<file path="src/rtl/cdu_pkg.sv">
// Shared types and constants for the CDU counter-pulse scheduler.
package cdu_pkg;

    localparam int CHAN_W = 3;

    typedef enum logic [1:0] {
        IDLE,
        ARMED,
        DRIVE
    } state_t;

    // Magnitude limit of a signed pending accumulator of width w.
    function automatic int pend_limit(input int w);
        return (1 << (w - 1)) - 1;
    endfunction

endpackage

</file>
<file path="src/rtl/cdu_count_scheduler_if.sv">
// Strobe, request and pulse signals between the counter logic, the timing generator and the AGC.
interface cdu_count_scheduler_if
    import cdu_pkg::*;
#(
    parameter int NCHAN = 5
) ();

    logic              faz1;
    logic              faz2;
    logic              faz3;
    logic              faz4;
    logic              agc_busy;
    logic [NCHAN-1:0]  cnt_up;
    logic [NCHAN-1:0]  cnt_dn;
    logic              clr_err;
    logic              pinc;
    logic              minc;
    logic [CHAN_W-1:0] chan;
    logic [NCHAN-1:0]  ovf;
    logic              phase_err;

    modport master (
        output faz1, faz2, faz3, faz4, agc_busy, cnt_up, cnt_dn, clr_err,
        input  pinc, minc, chan, ovf, phase_err
    );

    modport slave (
        input  faz1, faz2, faz3, faz4, agc_busy, cnt_up, cnt_dn, clr_err,
        output pinc, minc, chan, ovf, phase_err
    );

endinterface

</file>
<file path="src/rtl/cdu_rr_arbiter.sv">
// Combinational round-robin pick: first requesting channel at or after ptr, wrapping at NCHAN.
module cdu_rr_arbiter
    import cdu_pkg::*;
#(
    parameter int NCHAN = 5
) (
    input  logic [NCHAN-1:0]  req,
    input  logic [CHAN_W-1:0] ptr,
    output logic [CHAN_W-1:0] grant,
    output logic              valid
);

    always_comb begin
        int idx;
        logic [CHAN_W-1:0] sel;
        // NOTE: every output of a combinational block gets a default first, so no path leaves it unassigned (which would infer a latch).
        grant = '0;
        valid = 1'b0;
        idx   = 0;
        sel   = '0;
        // Scanning from the far end back to ptr leaves the nearest hit as the final assignment.
        for (int i = NCHAN - 1; i >= 0; i--) begin
            idx = int'(ptr) + i;
            if (idx >= NCHAN) idx = idx - NCHAN;
            sel = CHAN_W'(idx);
            if (req[sel]) begin
                grant = sel;
                valid = 1'b1;
            end
        end
    end

endmodule

</file>
<file path="src/rtl/cdu_count_scheduler.sv">
// Counter-pulse scheduler: per-channel net-count accumulators shared round-robin onto
// one PINC/MINC slot per FAZ1-FAZ4 digital cycle, with sticky overflow and phase-error flags.
module cdu_count_scheduler
    import cdu_pkg::*;
#(
    parameter int NCHAN  = 5,
    parameter int PEND_W = 3
) (
    input logic                  clk,
    input logic                  rst_n,
    cdu_count_scheduler_if.slave bus
);

    localparam int SUM_W = PEND_W + 2;
    localparam logic signed [SUM_W-1:0] LIM_POS = SUM_W'(pend_limit(PEND_W));
    localparam logic signed [SUM_W-1:0] LIM_NEG = -LIM_POS;
    localparam logic signed [SUM_W-1:0] ONE     = SUM_W'(1);
    localparam logic signed [SUM_W-1:0] ZERO    = '0;

    state_t                   state, state_nxt;
    logic [CHAN_W-1:0]        grant, grant_nxt, rr_ptr, arb_grant, chan_q;
    logic                     dir_up, dir_nxt, arb_valid;
    logic                     pinc_q, minc_q, phase_err_q, err_set, served;
    logic [NCHAN-1:0]         ovf_q, ovf_set, req, neg;
    logic signed [PEND_W-1:0] pending  [NCHAN];
    logic signed [PEND_W-1:0] pend_nxt [NCHAN];
    logic [3:0]               strobes;
    logic                     multi;

    assign strobes = {bus.faz4, bus.faz3, bus.faz2, bus.faz1};
    assign multi   = $countones(strobes) > 1;

    cdu_rr_arbiter #(.NCHAN(NCHAN)) u_arb (
        .req   (req),
        .ptr   (rr_ptr),
        .grant (arb_grant),
        .valid (arb_valid)
    );

    for (genvar c = 0; c < NCHAN; c++) begin : g_acc
        logic signed [SUM_W-1:0]  sum, adj;
        logic signed [PEND_W-1:0] nxt;
        logic                     hit;

        always_comb begin
            adj = ZERO;
            if (served && grant == CHAN_W'(c)) adj = dir_up ? -ONE : ONE;
            sum = $signed({{2{pending[c][PEND_W-1]}}, pending[c]})
                + (bus.cnt_up[c] ? ONE : ZERO) - (bus.cnt_dn[c] ? ONE : ZERO) + adj;
            nxt = sum[PEND_W-1:0];
            hit = 1'b0;
            if (sum > LIM_POS) begin
                nxt = LIM_POS[PEND_W-1:0];
                hit = 1'b1;
            end else if (sum < LIM_NEG) begin
                nxt = LIM_NEG[PEND_W-1:0];
                hit = 1'b1;
            end
        end

        assign pend_nxt[c] = nxt;
        assign ovf_set[c]  = hit;
        assign req[c]      = pending[c] != '0;
        assign neg[c]      = pending[c][PEND_W-1];
    end

    always_comb begin
        state_nxt = state;
        grant_nxt = grant;
        dir_nxt   = dir_up;
        err_set   = 1'b0;
        served    = 1'b0;
        unique case (state)
            IDLE: begin
                if (multi) begin
                    err_set = 1'b1;
                end else if (bus.faz1 && !bus.agc_busy && arb_valid) begin
                    state_nxt = ARMED;
                    grant_nxt = arb_grant;
                    dir_nxt   = !neg[arb_grant];
                end
            end
            ARMED: begin
                if (multi || bus.faz1 || bus.faz4) begin
                    state_nxt = IDLE;
                    err_set   = 1'b1;
                end else if (bus.faz2) begin
                    state_nxt = DRIVE;
                end
            end
            DRIVE: begin
                if (multi || bus.faz1 || bus.faz2) begin
                    state_nxt = IDLE;
                    err_set   = 1'b1;
                end else if (bus.faz4) begin
                    state_nxt = IDLE;
                    served    = 1'b1;
                end
            end
            default: state_nxt = IDLE;
        endcase
    end

    always_ff @(posedge clk or negedge rst_n) begin
        if (!rst_n) begin
            state       <= IDLE;
            grant       <= '0;
            dir_up      <= 1'b0;
            rr_ptr      <= '0;
            pinc_q      <= 1'b0;
            minc_q      <= 1'b0;
            chan_q      <= '0;
            ovf_q       <= '0;
            phase_err_q <= 1'b0;
            // NOTE: this small register array is reset because its cleared value is architecturally visible; large RAM-style arrays would not be.
            for (int c = 0; c < NCHAN; c++) pending[c] <= '0;
        end else begin
            // NOTE: sequential state uses non-blocking assignments so every register samples pre-edge values.
            state       <= state_nxt;
            grant       <= grant_nxt;
            dir_up      <= dir_nxt;
            pinc_q      <= (state_nxt == DRIVE) && dir_nxt;
            minc_q      <= (state_nxt == DRIVE) && !dir_nxt;
            chan_q      <= (state_nxt == DRIVE) ? grant_nxt : '0;
            ovf_q       <= ovf_set | (bus.clr_err ? '0 : ovf_q);
            phase_err_q <= err_set | (phase_err_q & ~bus.clr_err);
            if (served) rr_ptr <= (grant == CHAN_W'(NCHAN - 1)) ? '0 : grant + CHAN_W'(1);
            for (int c = 0; c < NCHAN; c++) pending[c] <= pend_nxt[c];
        end
    end

    assign bus.pinc      = pinc_q;
    assign bus.minc      = minc_q;
    assign bus.chan      = chan_q;
    assign bus.ovf       = ovf_q;
    assign bus.phase_err = phase_err_q;

endmodule
</file>
<file path="src/flat_wrapper.sv">
// flat-port wrapper written by rule: the top's interface ports become plain ports
module cdu_count_scheduler_flat import cdu_pkg::*;
#(
    parameter int NCHAN  = 5,
    parameter int PEND_W = 3
)
  (clk, rst_n, bus_faz1, bus_faz2, bus_faz3, bus_faz4, bus_agc_busy, bus_cnt_up, bus_cnt_dn, bus_clr_err, bus_pinc, bus_minc, bus_chan, bus_ovf, bus_phase_err);
  cdu_count_scheduler_if #(.NCHAN(NCHAN)) bus_i ();
  input logic clk;
  input logic rst_n;
  input wire logic [$bits(bus_i.faz1)-1:0] bus_faz1;
  input wire logic [$bits(bus_i.faz2)-1:0] bus_faz2;
  input wire logic [$bits(bus_i.faz3)-1:0] bus_faz3;
  input wire logic [$bits(bus_i.faz4)-1:0] bus_faz4;
  input wire logic [$bits(bus_i.agc_busy)-1:0] bus_agc_busy;
  input wire logic [$bits(bus_i.cnt_up)-1:0] bus_cnt_up;
  input wire logic [$bits(bus_i.cnt_dn)-1:0] bus_cnt_dn;
  input wire logic [$bits(bus_i.clr_err)-1:0] bus_clr_err;
  output wire logic [$bits(bus_i.pinc)-1:0] bus_pinc;
  output wire logic [$bits(bus_i.minc)-1:0] bus_minc;
  output wire logic [$bits(bus_i.chan)-1:0] bus_chan;
  output wire logic [$bits(bus_i.ovf)-1:0] bus_ovf;
  output wire logic [$bits(bus_i.phase_err)-1:0] bus_phase_err;
  assign bus_i.faz1 = bus_faz1;
  assign bus_i.faz2 = bus_faz2;
  assign bus_i.faz3 = bus_faz3;
  assign bus_i.faz4 = bus_faz4;
  assign bus_i.agc_busy = bus_agc_busy;
  assign bus_i.cnt_up = bus_cnt_up;
  assign bus_i.cnt_dn = bus_cnt_dn;
  assign bus_i.clr_err = bus_clr_err;
  assign bus_pinc = bus_i.pinc;
  assign bus_minc = bus_i.minc;
  assign bus_chan = bus_i.chan;
  assign bus_ovf = bus_i.ovf;
  assign bus_phase_err = bus_i.phase_err;
  cdu_count_scheduler #(.NCHAN(NCHAN), .PEND_W(PEND_W)) u_core (.clk(clk), .rst_n(rst_n), .bus(bus_i));
endmodule
</file>
<file path="config.mk">
export PLATFORM = sky130hd
export DESIGN_NAME = cdu_count_scheduler_flat
export DESIGN_NICKNAME = d
export VERILOG_FILES = /design/src/rtl/cdu_pkg.sv /design/src/rtl/cdu_count_scheduler_if.sv /design/src/rtl/cdu_rr_arbiter.sv /design/src/rtl/cdu_count_scheduler.sv /design/src/flat_wrapper.sv
export SDC_FILE = /design/constraint.sdc
export NUM_CORES = 1
export LEC_CHECK = 0
export BUFFER_PORTS_ARGS = -buffer_cell sky130_fd_sc_hd__clkbuf_2
export CAP_MARGIN = 10
export CORE_MARGIN = 2
export CORE_UTILIZATION = 35
export DETAILED_ROUTE_END_ITERATION = 8
export GPL_TIMING_DRIVEN = 0
export SETUP_SLACK_MARGIN = 0.3
export SLEW_MARGIN = 10
export SYNTH_ARGS = -nofsm -noshare
export SYNTH_HDL_FRONTEND = slang
export SYNTH_HIERARCHICAL = 1
export SYNTH_SLANG_ARGS = --single-unit
export TNS_END_PERCENT = 30
</file>
<file path="constraint.sdc">
create_clock -name clk -period 5.35 [get_ports clk]
set_clock_uncertainty 0.05 [all_clocks]
set_input_delay 0.2675 -clock clk [delete_from_list [all_inputs] [get_ports clk]]
set_output_delay 0.2675 -clock clk [all_outputs]
set_load 0.02 [all_outputs]
</file>
* Yosys cells after proc, flatten, opt, wreduce, memory -nomap -nowiden
Cells that the tools add are included. Widths: inputs -> output; s select.
Word-level totals: logic and storage cells 183, bits of input ports 18, register bits 35
Cells by class: muxes and demuxes 86, magnitude comparators 22, eq/ne operators 7, bitwise gates (word level) 4, reductions and logical operators 22, add/sub/neg operators 28
Operators by type and width (count):
- $mux 3 | 25
- $mux 1 | 40
- $mux 5 | 7
- $add 32x32->32 | 1
- $gt 32x2->1 const B | 1
- $add 5x5->5 | 5
- $gt 5x3->1 const B | 5
- $lt 5x3->1 const B | 5
- $sub 5x5->5 | 5
- $lt 3x4->1 const B | 6
- $add 3x2->4 | 5
- $bmux 1 s3 | 6
- $ge 4x3->1 const B | 4
- $reduce_bool 3->1 | 5
- $sub 3x3->3 const B | 5
- $mux 2 | 6
- $logic_and 1x1->1 | 9
- $add 3x2->4 const B | 2
- $eq 3x2->1 const B | 2
- $pmux 2 s3 | 1
- $or 5x5->5 | 1
- $add 1x1->2 | 2
- $add 3x1->4 const B | 1
- $add 3x3->4 const B | 1
- other kinds (14) | 19

* Longest topological paths before layout
Gate-level depths: netlist of run 1.
word-level depth 18, mapped depth 18, depth with buffers taken out 15

* Modules after synthesis
The synthesis of run 1 kept the hierarchy.
By module, submodules not included:
- cdu_count_scheduler | area an instance 2737.6 um^2, times used 1, cells an instance 288
- cdu_rr_arbiter | area an instance 1118.6 um^2, times used 1, cells an instance 152

* Worst setup path after synthesis of run 1
Ideal clock, no wire load.
path type register to register, start reg u_core.rr_ptr[1], end reg u_core.pinc_q (netlist: u_core/bus.pinc), slack 1539 ps, buffers on the path 0, data arrival time 3689 ps, data required time 5228 ps, library setup time 72 ps, cell stages (with the launch flop) 15, cells stage by stage dfrtp_1 -> inv_1 -> ha_1 -> ha_1 -> or2_2 -> o21ai_0 -> nor2_1 -> a22oi_1 -> and4_2 -> o21bai_1 -> a31oi_1 -> mux2_2 -> a221oi_1 -> mux2_4 -> nor2b_4
Between the ends: word-level cells in the longest chain between the ends 17
Ends and longest elaborated chain:
- start, declared | line cdu_count_scheduler.sv:21 | logic [CHAN_W-1:0] grant, grant_nxt, rr_ptr, arb_grant, chan_q;
- start signal, assigned | line cdu_count_scheduler.sv:127 | if (served) rr_ptr <= (grant == CHAN_W'(NCHAN - 1)) ? '0 : grant + CHAN_W'(1);
- $add 3x3->4 | line cdu_rr_arbiter.sv:23 | idx = int'(ptr) + i;
- $ge 4x3->1 or $sub 3x3->3 (tied branches) | line cdu_rr_arbiter.sv:24 | if (idx >= NCHAN) idx = idx - NCHAN;
- $mux 3 | line cdu_rr_arbiter.sv:24
- $bmux 1 s3 | line cdu_rr_arbiter.sv:26 | if (req[sel]) begin
- $mux 1 (not written as such) | line cdu_rr_arbiter.sv:26
- $mux 3 (4 in series) | line cdu_rr_arbiter.sv:26
- $mux 3 * | line cdu_rr_arbiter.sv:26
- net u_core.arb_grant[0] | line cdu_count_scheduler.sv:21
- $bmux 1 s3 * | line cdu_count_scheduler.sv:80 | dir_nxt = !neg[arb_grant];
- $mux 1 (not written as such) * | line cdu_count_scheduler.sv:80
- $logic_not 1->1 * | line cdu_count_scheduler.sv:80
- $mux 1 * | line cdu_count_scheduler.sv:77 | end else if (bus.faz1 && !bus.agc_busy && arb_valid) begin
- $mux 1 * | line cdu_count_scheduler.sv:75 | if (multi) begin
- $mux 1 * | line cdu_count_scheduler.sv:73 | unique case (state)
- net u_core.dir_nxt | line cdu_count_scheduler.sv:22 | logic dir_up, dir_nxt, arb_valid;
- $logic_and 1x1->1 * | line cdu_count_scheduler.sv:122 | pinc_q <= (state_nxt == DRIVE) && dir_nxt;
- end signal, assigned | line cdu_count_scheduler.sv:122
- end, declared | line cdu_count_scheduler.sv:23 | logic pinc_q, minc_q, phase_err_q, err_set, served;
Mark *: on every way through the listed nets, which the timed path passes. The rest lies on a longest branch. The select of a mux whose other input is x is not followed. A chain may end at the register's enable or synchronous reset.

* Worst setup path in the final report of run 1
Same ends and word-level chain as after synthesis.

==> results of run 1 <==
==> sequential cells by signal, indices dropped and copies added (netlist names) <==
| signal | flops |
|---|---|
| u_core/state | 2 |
| u_core/bus.ovf | 5 |
| u_core/rr_ptr | 3 |
| u_core/bus.phase_err | 1 |
| u_core/bus.pinc | 1 |
| u_core/grant | 3 |
| u_core/bus.chan | 3 |
| u_core/dir_up | 1 |
| u_core/pending | 10 |
| u_core/neg | 5 |
| u_core/bus.minc | 1 |
==> routing by layer <==
layer	GRT usage, %	vias up	wire length, um
met5	0	-	0
met4	4.30	0	107
met3	1.26	10	307
met2	28.7	75	4410
met1	20.1	1592	4050
li1	-	1615	-
==> final cells by class <==
| cell class | count | share of cell area [%] |
|---|---|---|
| clock inverters | 3 | 1.02 |
| flip-flops and latches | 35 | 20.4 |
| well taps | 140 | 4.09 |
| clock buffers | 5 | 1.61 |
| inverters | 73 | 6.40 |
| multi-input cells | 321 | 60.6 |
| repair buffers | 28 | 3.27 |
| plain buffers | 11 | 2.54 |
==> cells in the mapped netlist (5+ instances only) <==
library cell	number	area share, %
sky130_fd_sc_hd__a211oi_1	5	0.97
sky130_fd_sc_hd__dfrtp_1	35	23
sky130_fd_sc_hd__ha_1	39	13
sky130_fd_sc_hd__nor2_1	24	2.3
sky130_fd_sc_hd__nand2_1	22	2.1
sky130_fd_sc_hd__inv_1	72	7.0
sky130_fd_sc_hd__o22ai_1	6	0.97
sky130_fd_sc_hd__and3_1	9	1.5
sky130_fd_sc_hd__nand4_1	5	0.81
sky130_fd_sc_hd__a21oi_1	29	3.8
sky130_fd_sc_hd__mux2i_1	9	2.3
sky130_fd_sc_hd__o21ai_0	19	2.5
sky130_fd_sc_hd__a31oi_1	5	0.81
sky130_fd_sc_hd__xnor2_1	5	1.1
sky130_fd_sc_hd__fa_1	12	6.2
sky130_fd_sc_hd__nor2b_1	13	2.1
sky130_fd_sc_hd__nand2b_1	6	0.97
sky130_fd_sc_hd__nand3_1	10	1.3
sky130_fd_sc_hd__and2_1	5	0.81
sky130_fd_sc_hd__or3_1	6	0.97
==> worst max-delay path: stages, from the launching register on <==
cell,delay [ns]
sky130_fd_sc_hd__dfrtp_1,0.65
sky130_fd_sc_hd__inv_1,0.29
sky130_fd_sc_hd__ha_1,0.32
sky130_fd_sc_hd__ha_1,0.36
sky130_fd_sc_hd__or2_2,0.29
sky130_fd_sc_hd__o21ai_0,0.44
sky130_fd_sc_hd__nor2_1,0.08
sky130_fd_sc_hd__a22oi_1,0.41
sky130_fd_sc_hd__and4_2,0.29
sky130_fd_sc_hd__o21bai_1,0.06
sky130_fd_sc_hd__a31oi_1,0.41
sky130_fd_sc_hd__mux2_2,0.40
sky130_fd_sc_hd__a221oi_1,0.28
sky130_fd_sc_hd__mux2_4,0.21
sky130_fd_sc_hd__nor2b_4,0.12
==> power breakdown <==
group / switching, mW / total, mW / internal [mW]
sequential: 0.0476 / 0.394 / 0.346
clock: 0.0991 / 0.238 / 0.139
combinational: 0.583 / 1.05 / 0.470
total: 0.730 / 1.69 / 0.955
==> per-stage QoR <==
step | std cells | hold slack (ns) | area, um^2
3_5_place_dp | 608 | 0.402 | 4170
2_1_floorplan | 440 | -0.0781 | 3860
4_1_cts | 616 | 0.0868 | 4280
5_1_grt | 616 | 0.127 | 4280
6_report | 616 | 0.0508 | 4280
3_3_place_gp | 608 | 0.391 | 4170
==> worst paths after layout <==
path,startpoint,to,slack [ns],depth (start not counted)
max in group asynchronous,rst_n,u_core/pending[10],4.64,1
worst max register to register,u_core/rr_ptr[1],u_core/bus.pinc,0.61,14
worst max-delay path,u_core/rr_ptr[1],u_core/bus.pinc,0.61,14
min in group clk,bus_clr_err,u_core/bus.phase_err,0.30,2
worst min-delay path,rst_n,u_core/bus.ovf[0],0.05,1
worst min register to register,u_core/bus.phase_err,u_core/bus.phase_err,0.47,2
==> cell families (layout without fill, tap and decap cells) <==
kind of cell,count (synthesis),after routing
AND/OR/NAND/NOR,127,127
buffers and inverters,84,120
flip-flops,35,35
adder cells (fa/ha/maj),51,51
multiplexers,22,22
AO/OA/AOI/OAI,112,112
XOR/XNOR,9,9
==> impl_metrics.csv, run 1 <==
group,metric,value,unit
global_route,grt_remaining_overflow,0,
placement,port-buffer-count,28,
layout,postLayoutCoreUtil,39.7,%
sta,fmax,211,MHz
layout,fraction_of_final_layout_cells_with_drive_strength_greater_than_1,15.3,%
global_route,grt_antenna_before_repair,0,
clocking,cts-buffers-inserted,5,
pwr,irDropWorstVdd,0.000264,V
die,num_rows,38,
detailed_routing,detail_route.iter0.violations,182,
global_route,track_usage,15.8,%
sta,setup_viol,0,
sta,final_min_period_over_clock_period,88.6,%
global_route,vias_in_the_first_global_route,3321,
layout,fillerInstances,1062,
critical_path,endpoint_kind,"flip-flop",
yosys,synth-simple-area-share,19.0,%
clocking,cts.hold.buffers_added,0,
layout,layout.cells.most_common,"sky130_fd_sc_hd__inv_1",
detailed_routing,post_drt_wl_per_cell,14.4,um
die,initial_core_util,35.7,%
placement,pre_cts_slack,0.745,ns
layout,most-common-layout-cells,"sky130_fd_sc_hd__inv_1 (72), sky130_fd_sc_hd__ha_1 (39), sky130_fd_sc_hd__dfrtp_1 (35), sky130_fd_sc_hd__a21oi_1 (29), sky130_fd_sc_hd__clkbuf_2 (28)",
sta,final-max-slew-violation-count,0,
global_route,maximum_number_of_pins_on_one_net_before_global_route_repair,36,
sta,worst_slew_pin_slew,0.899,ns
run,cap_violations,0,
pwr,finalPower,1.69,mW
detailed_routing,vias,3292,
clocking,clock_tree_from_tritoncts,"done",
critical_path,crit_path_max_fanout,11,
yosys,synth_xor_area_share,2.04,%
clocking,cts_buffer_depth,2,
pwr,power.static_leakage,2.12,nW
placement,gpl.final_weighted_congestion,0.848,
yosys,yosys.area_share.adder,18.9,%
clocking,clk_pin_slew_worst_setup_hold_paths,0.08,ns
die,core-area,0.0108,mm^2
critical_path,data_arrival_critical_path,4.91,ns
layout,register_area,876,um^2
critical_path,worstSetupStartpointType,"flip-flop",
layout,multiInputGateArea,0.00260,mm^2
global_route,grt_pass1_wl,15200,um
placement,place_hpwl,7040,um
critical_path,critical_path_required,5.52,ns
detailed_routing,routed_wl,8880,um
sta,final_critical_path_setup_slack,0.610,ns
layout,area.growth.synth_to_final,11.1,%
die,fp.dieArea,0.0119,mm^2
detailed_routing,count_of_antenna_violating_nets_left_after_detailed_routing,0,
yosys,post_synth_instance_area,0.00386,mm^2
detailed_routing,drt-pass1-iter-count,4,
yosys,cells_after_synth,440,
yosys,main_combinational_cell_family_by_area_after_synthesis,"compound AO/OA/AOI/OAI gates",
die,fp.dieH,109,um
clocking,clkLatencyLatePin,0.28,ns
yosys,syn_avg_cell_area,8.76,um^2
yosys,post_synth_num_cell_types,75,
pwr,power.density_cell_area,393,mW/mm^2
clocking,htree_levels,2,
sta,final.setup.tns,0,ns
yosys,synth-seq-area-share,22.7,%
yosys,synth_enable_flop_cells,0,
sta,final-hold-violation-count,0,
sta,slew-limit-headroom,40.1,%
yosys,postSynthRegisterBits,35,
sta,rsz0062_at_grt,"no",
detailed_routing,routed_via_density,5.34,
yosys,synth_warnings,6,
yosys,ys_dominant_reg_cell,"sky130_fd_sc_hd__dfrtp_1",
critical_path,criticalPathCategory,"reg -> reg",
die,chipWidth,109,um
clocking,resize_count_post_cts,0,
yosys,synth_compound_gate_area_share,20.1,%
yosys,synthesis.nets,509,
detailed_routing,drc,0,
layout,finish.net_count,544,
layout,num_antenna_cells,0,
outcome,run_status,"complete, no violations",
die,pin_count,29,
clocking,clock_tree.root_cell,"sky130_fd_sc_hd__clkbuf_8",
sta,final_period_minus_worst_setup_slack,4.74,ns
yosys,fraction_of_registers_with_async_set_or_reset_after_synthesis,100,%
worst_hold_path,timing.hold.worst.class,"in -> async",
clocking,clock_sink_count,35,
clocking,postCtsSetupRepairBufs,0,
yosys,share_of_synthesized_area_spent_on_multiplexers,7.30,%
(Power assumes the default switching activity.)
==> inputs of run 2 (changes only) <==
Settings changed: RECOVER_POWER from default to 25.
==> impl_metrics.csv, run 2 (synthesized netlist as in run 1, its figures left out) <==
group,metric,value,unit
outcome,run_status,"complete, but fails checks",
outcome,violations,"max-capacitance violations, max-slew violations",
detailed_routing,drc,0,
die,fp.dieArea,0.0119,mm^2
sta,fmax,212,MHz
die,initial_core_util,35.7,%
critical_path,path_common_cell,"sky130_fd_sc_hd__ha_1",
placement,pre_cts_slack,0.745,ns
sta,final_critical_path_setup_slack,0.622,ns
critical_path,timing.critical_path.slowest_stage_cell,"sky130_fd_sc_hd__dfrtp_1",
sta,slew-limit-headroom,-28.6,%
critical_path,critical_path.cell_chain,"inv_1 -> ha_1 -> ha_1 -> or2_2 -> o21ai_0 -> nor2_1 -> a22oi_1 -> and4_2 -> o21bai_1 -> a31oi_1 -> mux2_2 -> a221oi_1 -> mux2_4 -> nor2b_4",
detailed_routing,routed_via_density,5.35,
layout,area.growth.synth_to_final,11.1,%
die,pin_count,29,
die,core-area,0.0108,mm^2
sta,finalHoldWorstSlack,0.299,ns
clocking,clk_pin_slew_worst_setup_hold_paths,0.08,ns
placement,port-buffer-count,28,
worst_hold_path,hold_path_depth,2,
sta,final_period_minus_worst_setup_slack,4.73,ns
pwr,power.density_cell_area,394,mW/mm^2
critical_path,critical_path_cell_count,14,
placement,gpl.final_weighted_congestion,0.848,
clocking,clock_tree.root_cell,"sky130_fd_sc_hd__clkbuf_8",
critical_path,r2r_cells,14,
detailed_routing,count_of_antenna_violating_nets_left_after_detailed_routing,0,
layout,finish.net_count,544,
placement,place_hpwl,7040,um
sta,setup_viol,0,
critical_path,data_arrival_critical_path,4.90,ns
critical_path,critPathBufInv,1,
clocking,htree_levels,2,
clocking,postCtsSetupRepairBufs,0,
die,chipWidth,109,um
worst_hold_path,timing.hold.worst.class,"in -> reg",
pwr,power.static_leakage,2.11,nW
detailed_routing,vias,3294,
placement,placedInstanceArea,0.00417,mm^2
global_route,maximum_number_of_pins_on_one_net_before_global_route_repair,36,
clocking,clkLatencyLatePin,0.28,ns
layout,fraction_of_final_layout_cells_with_drive_strength_greater_than_1,15.1,%
die,num_rows,38,
sta,rsz0062_at_grt,"no",
clocking,cts.hold.buffers_added,0,
clocking,clock_sink_count,35,
sta,worst_slew_pin_slew,1.93,ns
critical_path,critical_path_required,5.52,ns
critical_path,crit_path_max_fanout,11,
clocking,clock_tree_from_tritoncts,"done",
sta,final_min_period_over_clock_period,88.4,%
critical_path,criticalPathCategory,"reg -> reg",
global_route,grt_pass1_wl,15200,um
layout,max_flop_register,"u_core/pending",
run,cap_violations,1,
critical_path,worstSetupStartpointType,"flip-flop",
sta,final.setup.tns,0,ns
clocking,cts-buffers-inserted,5,
pwr,irDropWorstVdd,0.000264,V
detailed_routing,detail_route.iter0.violations,183,
sta,final-max-slew-violation-count,36,
die,fp.dieH,109,um
sta,final-hold-violation-count,0,
global_route,track_usage,15.8,%
detailed_routing,routed_wl,8870,um
layout,layout.cells.most_common,"sky130_fd_sc_hd__inv_1",
global_route,grt_antenna_before_repair,0,
critical_path,slowest_delay,0.65,ns
layout,final_cell_area,0.00428,mm^2
detailed_routing,drt-pass1-iter-count,4,
global_route,grt_remaining_overflow,0,
clocking,resize_count_post_cts,0,
layout,largest_register_ff_count,10,
critical_path,endpoint_kind,"flip-flop",
clocking,cts_buffer_depth,2,
detailed_routing,post_drt_wl_per_cell,14.4,um
global_route,vias_in_the_first_global_route,3321,
layout,num_antenna_cells,0,
layout,most-common-layout-cells,"sky130_fd_sc_hd__inv_1 (72), sky130_fd_sc_hd__ha_1 (39), sky130_fd_sc_hd__dfrtp_1 (35), sky130_fd_sc_hd__a21oi_1 (29), sky130_fd_sc_hd__clkbuf_2 (27)",
critical_path,worst_path_dominant_cell_family,"compound AO/OA/AOI/OAI gates",
pwr,finalPower,1.69,mW
run 2: cell counts in the layout (fill, tap and decap cells not counted):
Identical to the previous run, type by type.
run 2: path summary, 6_finish.rpt:
check	startpoint	endpoint	slack, ns
min in group asynchronous	rst_n	u_core/bus.ovf[0]	0.46
max reg2reg	u_core/rr_ptr[1]	u_core/bus.pinc	0.62
max	u_core/rr_ptr[1]	u_core/bus.pinc	0.62
max in group asynchronous	rst_n	u_core/pending[10]	3.68
min reg2reg	u_core/bus.phase_err	u_core/bus.phase_err	0.47
min	bus_clr_err	u_core/bus.phase_err	0.30
run 2: metrics by stage:
stage | instances | util (%)
after global placement | 608 | 38.7
final | 616 | 39.7
after CTS | 616 | 39.7
after floorplan | 440 | -
after detailed placement | 608 | 38.7
after global routing | 616 | 39.7
run 2: area by class of cell:
| cell class | count | area, um^2 |
|---|---|---|
| multi-input cells | 321 | 2600 |
| fillers | 1063 | 6510 |
| well taps | 140 | 175 |
| plain buffers | 11 | 109 |
| flip-flops and latches | 35 | 876 |
| clock buffers | 5 | 68.8 |
| inverters | 73 | 274 |
| clock inverters | 3 | 43.8 |
| repair buffers | 28 | 139 |
run 2: power by group:
part	switching [mW]	internal, mW	total, mW	leakage (nW)
Clock	0.0991	0.139	0.238	0.0581
Combinational	0.584	0.470	1.05	1.64
Sequential	0.0476	0.346	0.394	0.418
Total	0.731	0.955	1.69	2.11
run 2: routing by layer:
metal	up-vias	GRT usage [%]	part of all wire [%]
met1	1590	20.1	45
met5	-	0	0
met4	0	4.30	1.0
met3	10	1.26	3.7
met2	78	28.7	50
li1	1616	-	-
==> inputs of run 3 (changes only) <==
Clock period 5.35 ns to 5.16 ns, I/O delays scaled along.
==> impl_metrics.csv, run 3 (synthesized netlist as in run 1, its figures left out) <==
group,metric,value,unit
pwr,share_clk_of_total_power,14.1,%
sta,worst_slew_pin_slew,1.93,ns
global_route,track_usage,15.8,%
clocking,htree_levels,2,
critical_path,endpoint_kind,"flip-flop",
pwr,switching_power,0.759,mW
detailed_routing,detail_route.iter0.violations,189,
layout,final_cell_count_no_fill,616,
detailed_routing,count_of_antenna_violating_nets_left_after_detailed_routing,0,
clocking,postCtsSetupRepairBufs,0,
layout,num_antenna_cells,0,
clocking,clk_pin_slew_worst_setup_hold_paths,0.08,ns
critical_path,crit-reg2reg-launch,"u_core/rr_ptr[1]",
clocking,cts_buffer_depth,2,
critical_path,critical_path.reg2reg.endpoint,"u_core/bus.pinc",
placement,place_hpwl,7040,um
layout,finish.net_count,544,
run,cap_violations,1,
critical_path,crit_path_max_fanout,11,
detailed_routing,drc,0,
detailed_routing,routed_via_density,5.36,
layout,fraction_of_final_layout_cells_with_drive_strength_greater_than_1,15.3,%
critical_path,endpoint,"u_core/bus.pinc",
critical_path,path_common_cell,"sky130_fd_sc_hd__ha_1",
layout,fillerInstances,1063,
detailed_routing,post_drt_wl_per_cell,14.4,um
die,chipWidth,109,um
die,core-area,0.0108,mm^2
detailed_routing,routed_wl,8880,um
clocking,clkLatencyLatePin,0.28,ns
die,fp.dieH,109,um
sta,final.setup.tns,0,ns
critical_path,critical_path.cell_chain,"inv_1 -> ha_1 -> ha_1 -> or2_2 -> o21ai_0 -> nor2_1 -> a22oi_1 -> and4_2 -> o21bai_1 -> a31oi_1 -> mux2_2 -> a221oi_1 -> mux2_4 -> nor2b_4",
critical_path,critical_path_required,5.33,ns
die,pin_count,29,
sta,final-hold-violation-count,0,
clocking,clock_tree_from_tritoncts,"done",
pwr,share_seq_of_total_power,23.3,%
global_route,grt_pass1_wl,15200,um
layout,area.growth.synth_to_final,11.1,%
die,initial_core_util,35.7,%
pwr,netSwitchingFraction,43.4,%
sta,rsz0062_at_grt,"no",
outcome,violations,"max-capacitance violations, max-slew violations",
global_route,grt_remaining_overflow,0,
die,fp.dieArea,0.0119,mm^2
critical_path,r2r_cells,14,
clocking,cts-buffers-inserted,5,
pwr,power.static_leakage,2.11,nW
clocking,clock_tree.root_cell,"sky130_fd_sc_hd__clkbuf_8",
pwr,power_report.internal_total,0.991,mW
critical_path,criticalPathCategory,"reg -> reg",
sta,fmax,222,MHz
pwr,irDropWorstVdd,0.000274,V
detailed_routing,vias,3302,
critical_path,worst-r2r-setup-slack,0.65,ns
clocking,clock_sink_count,35,
pwr,power.density_cell_area,408,mW/mm^2
outcome,run_status,"complete, but fails checks",
detailed_routing,drt-pass1-iter-count,6,
global_route,grt_antenna_before_repair,0,
critical_path,setup.worst_path.start,"u_core/rr_ptr[1]",
layout,largest_register_ff_count,10,
sta,setup_viol,0,
die,num_rows,38,
global_route,vias_in_the_first_global_route,3321,
critical_path,worstSetupStartpointType,"flip-flop",
pwr,power_frac_comb,62.6,%
layout,max_flop_register,"u_core/pending",
layout,postLayoutCoreUtil,39.7,%
sta,final_min_period_over_clock_period,87.3,%
sta,slew-limit-headroom,-28.8,%
layout,most-common-layout-cells,"sky130_fd_sc_hd__inv_1 (72), sky130_fd_sc_hd__ha_1 (39), sky130_fd_sc_hd__dfrtp_1 (34), sky130_fd_sc_hd__a21oi_1 (29), sky130_fd_sc_hd__clkbuf_2 (27)",
critical_path,data_arrival_critical_path,4.68,ns
placement,port-buffer-count,28,
sta,final-max-slew-violation-count,36,
worst_hold_path,timing.hold.worst.class,"in -> reg",
critical_path,slowest_delay,0.53,ns
critical_path,timing.critical_path.slowest_stage_cell,"sky130_fd_sc_hd__dfrtp_2",
global_route,maximum_number_of_pins_on_one_net_before_global_route_repair,36,
sta,final_period_minus_worst_setup_slack,4.51,ns
placement,place_inst,608,
placement,gpl.final_weighted_congestion,0.848,
layout,layout.cells.most_common,"sky130_fd_sc_hd__inv_1",
[run 3: cell counts in the layout (fill, tap and decap cells not counted)]
Identical to the previous run, type by type.
[run 3: how the worst min path moves through the flow]
stage	startpoint	endpoint	slack, ns	cells after the start
3_5_place_dp	rst_n	u_core/bus.ovf[0]	0.39	1
2_1_floorplan	rst_n	u_core/bus.chan[0]	-0.09	0
5_1_grt	bus_clr_err	u_core/bus.ovf[4]	0.29	2
3_3_place_gp	rst_n	u_core/bus.ovf[0]	0.38	1
6_report	bus_clr_err	u_core/bus.phase_err	0.29	2
4_1_cts	rst_n	u_core/bus.ovf[0]	0.08	1
[run 3: repair_timing]
item                                    4_1_cts  5_1_grt
hold buffers                                  0        0
endpoints found under the setup margin        0        3
resized for setup                             0        1
[run 3: critical path: cells and delay by family (launching register included)]
| family | cells | cell delay, ns |
|---|---|---|
| adders and majority gates | 2 | 0.65 |
| buffers and inverters | 1 | 0.23 |
| DFF | 1 | 0.53 |
| muxes | 2 | 0.61 |
| and+or+nand+nor | 4 | 0.77 |
| AOI/OAI and AO/OA | 5 | 1.60 |
[run 3: metrics by stage]
step | instance area [um^2] | worst slack, ns | power [mW] | hold slack, ns
floorplan | 3860 | 1.35 | 1.27 | -0.0876
global placement | 4170 | 0.569 | 1.46 | 0.381
detailed placement | 4170 | 0.555 | 1.49 | 0.393
CTS | 4280 | 0.523 | 1.75 | 0.0773
global route | 4280 | 0.378 | 1.93 | 0.294
finish | 4280 | 0.653 | 1.75 | 0.288
[run 3: layer usage]
| metal | GRT usage, % | vias to the layer above | wire length [um] |
|---|---|---|---|
| met5 | 0 | - | 0 |
| met4 | 4.30 | 0 | 104 |
| met3 | 1.26 | 10 | 362 |
| met2 | 28.7 | 80 | 4400 |
| met1 | 20.1 | 1595 | 4020 |
| li1 | - | 1617 | - |
[run 3: area by class of cell]
cell class                      instances  area, um^2  area share (%)
Timing Repair Buffer                   28         139            3.24
Sequential cell                        35         877            20.5
Clock buffer                            5        68.8            1.61
Multi-Input combinational cell        321        2600            60.6
Clock inverter                          3        43.8            1.02
Buffer                                 11         109            2.54
Inverter                               73         274            6.40
Tap cell                              140         175            4.09
[run 3: power groups by stage]
| stage | clock network [mW] | registers (mW) | logic (mW) |
|---|---|---|---|
| after floorplan | 0 | 0.412 | 0.854 |
| after global placement | 0 | 0.413 | 1.04 |
| after detailed placement | 0 | 0.415 | 1.08 |
| after CTS | 0.255 | 0.409 | 1.09 |
| after global routing | 0.266 | 0.417 | 1.24 |
| final | 0.247 | 0.408 | 1.09 |
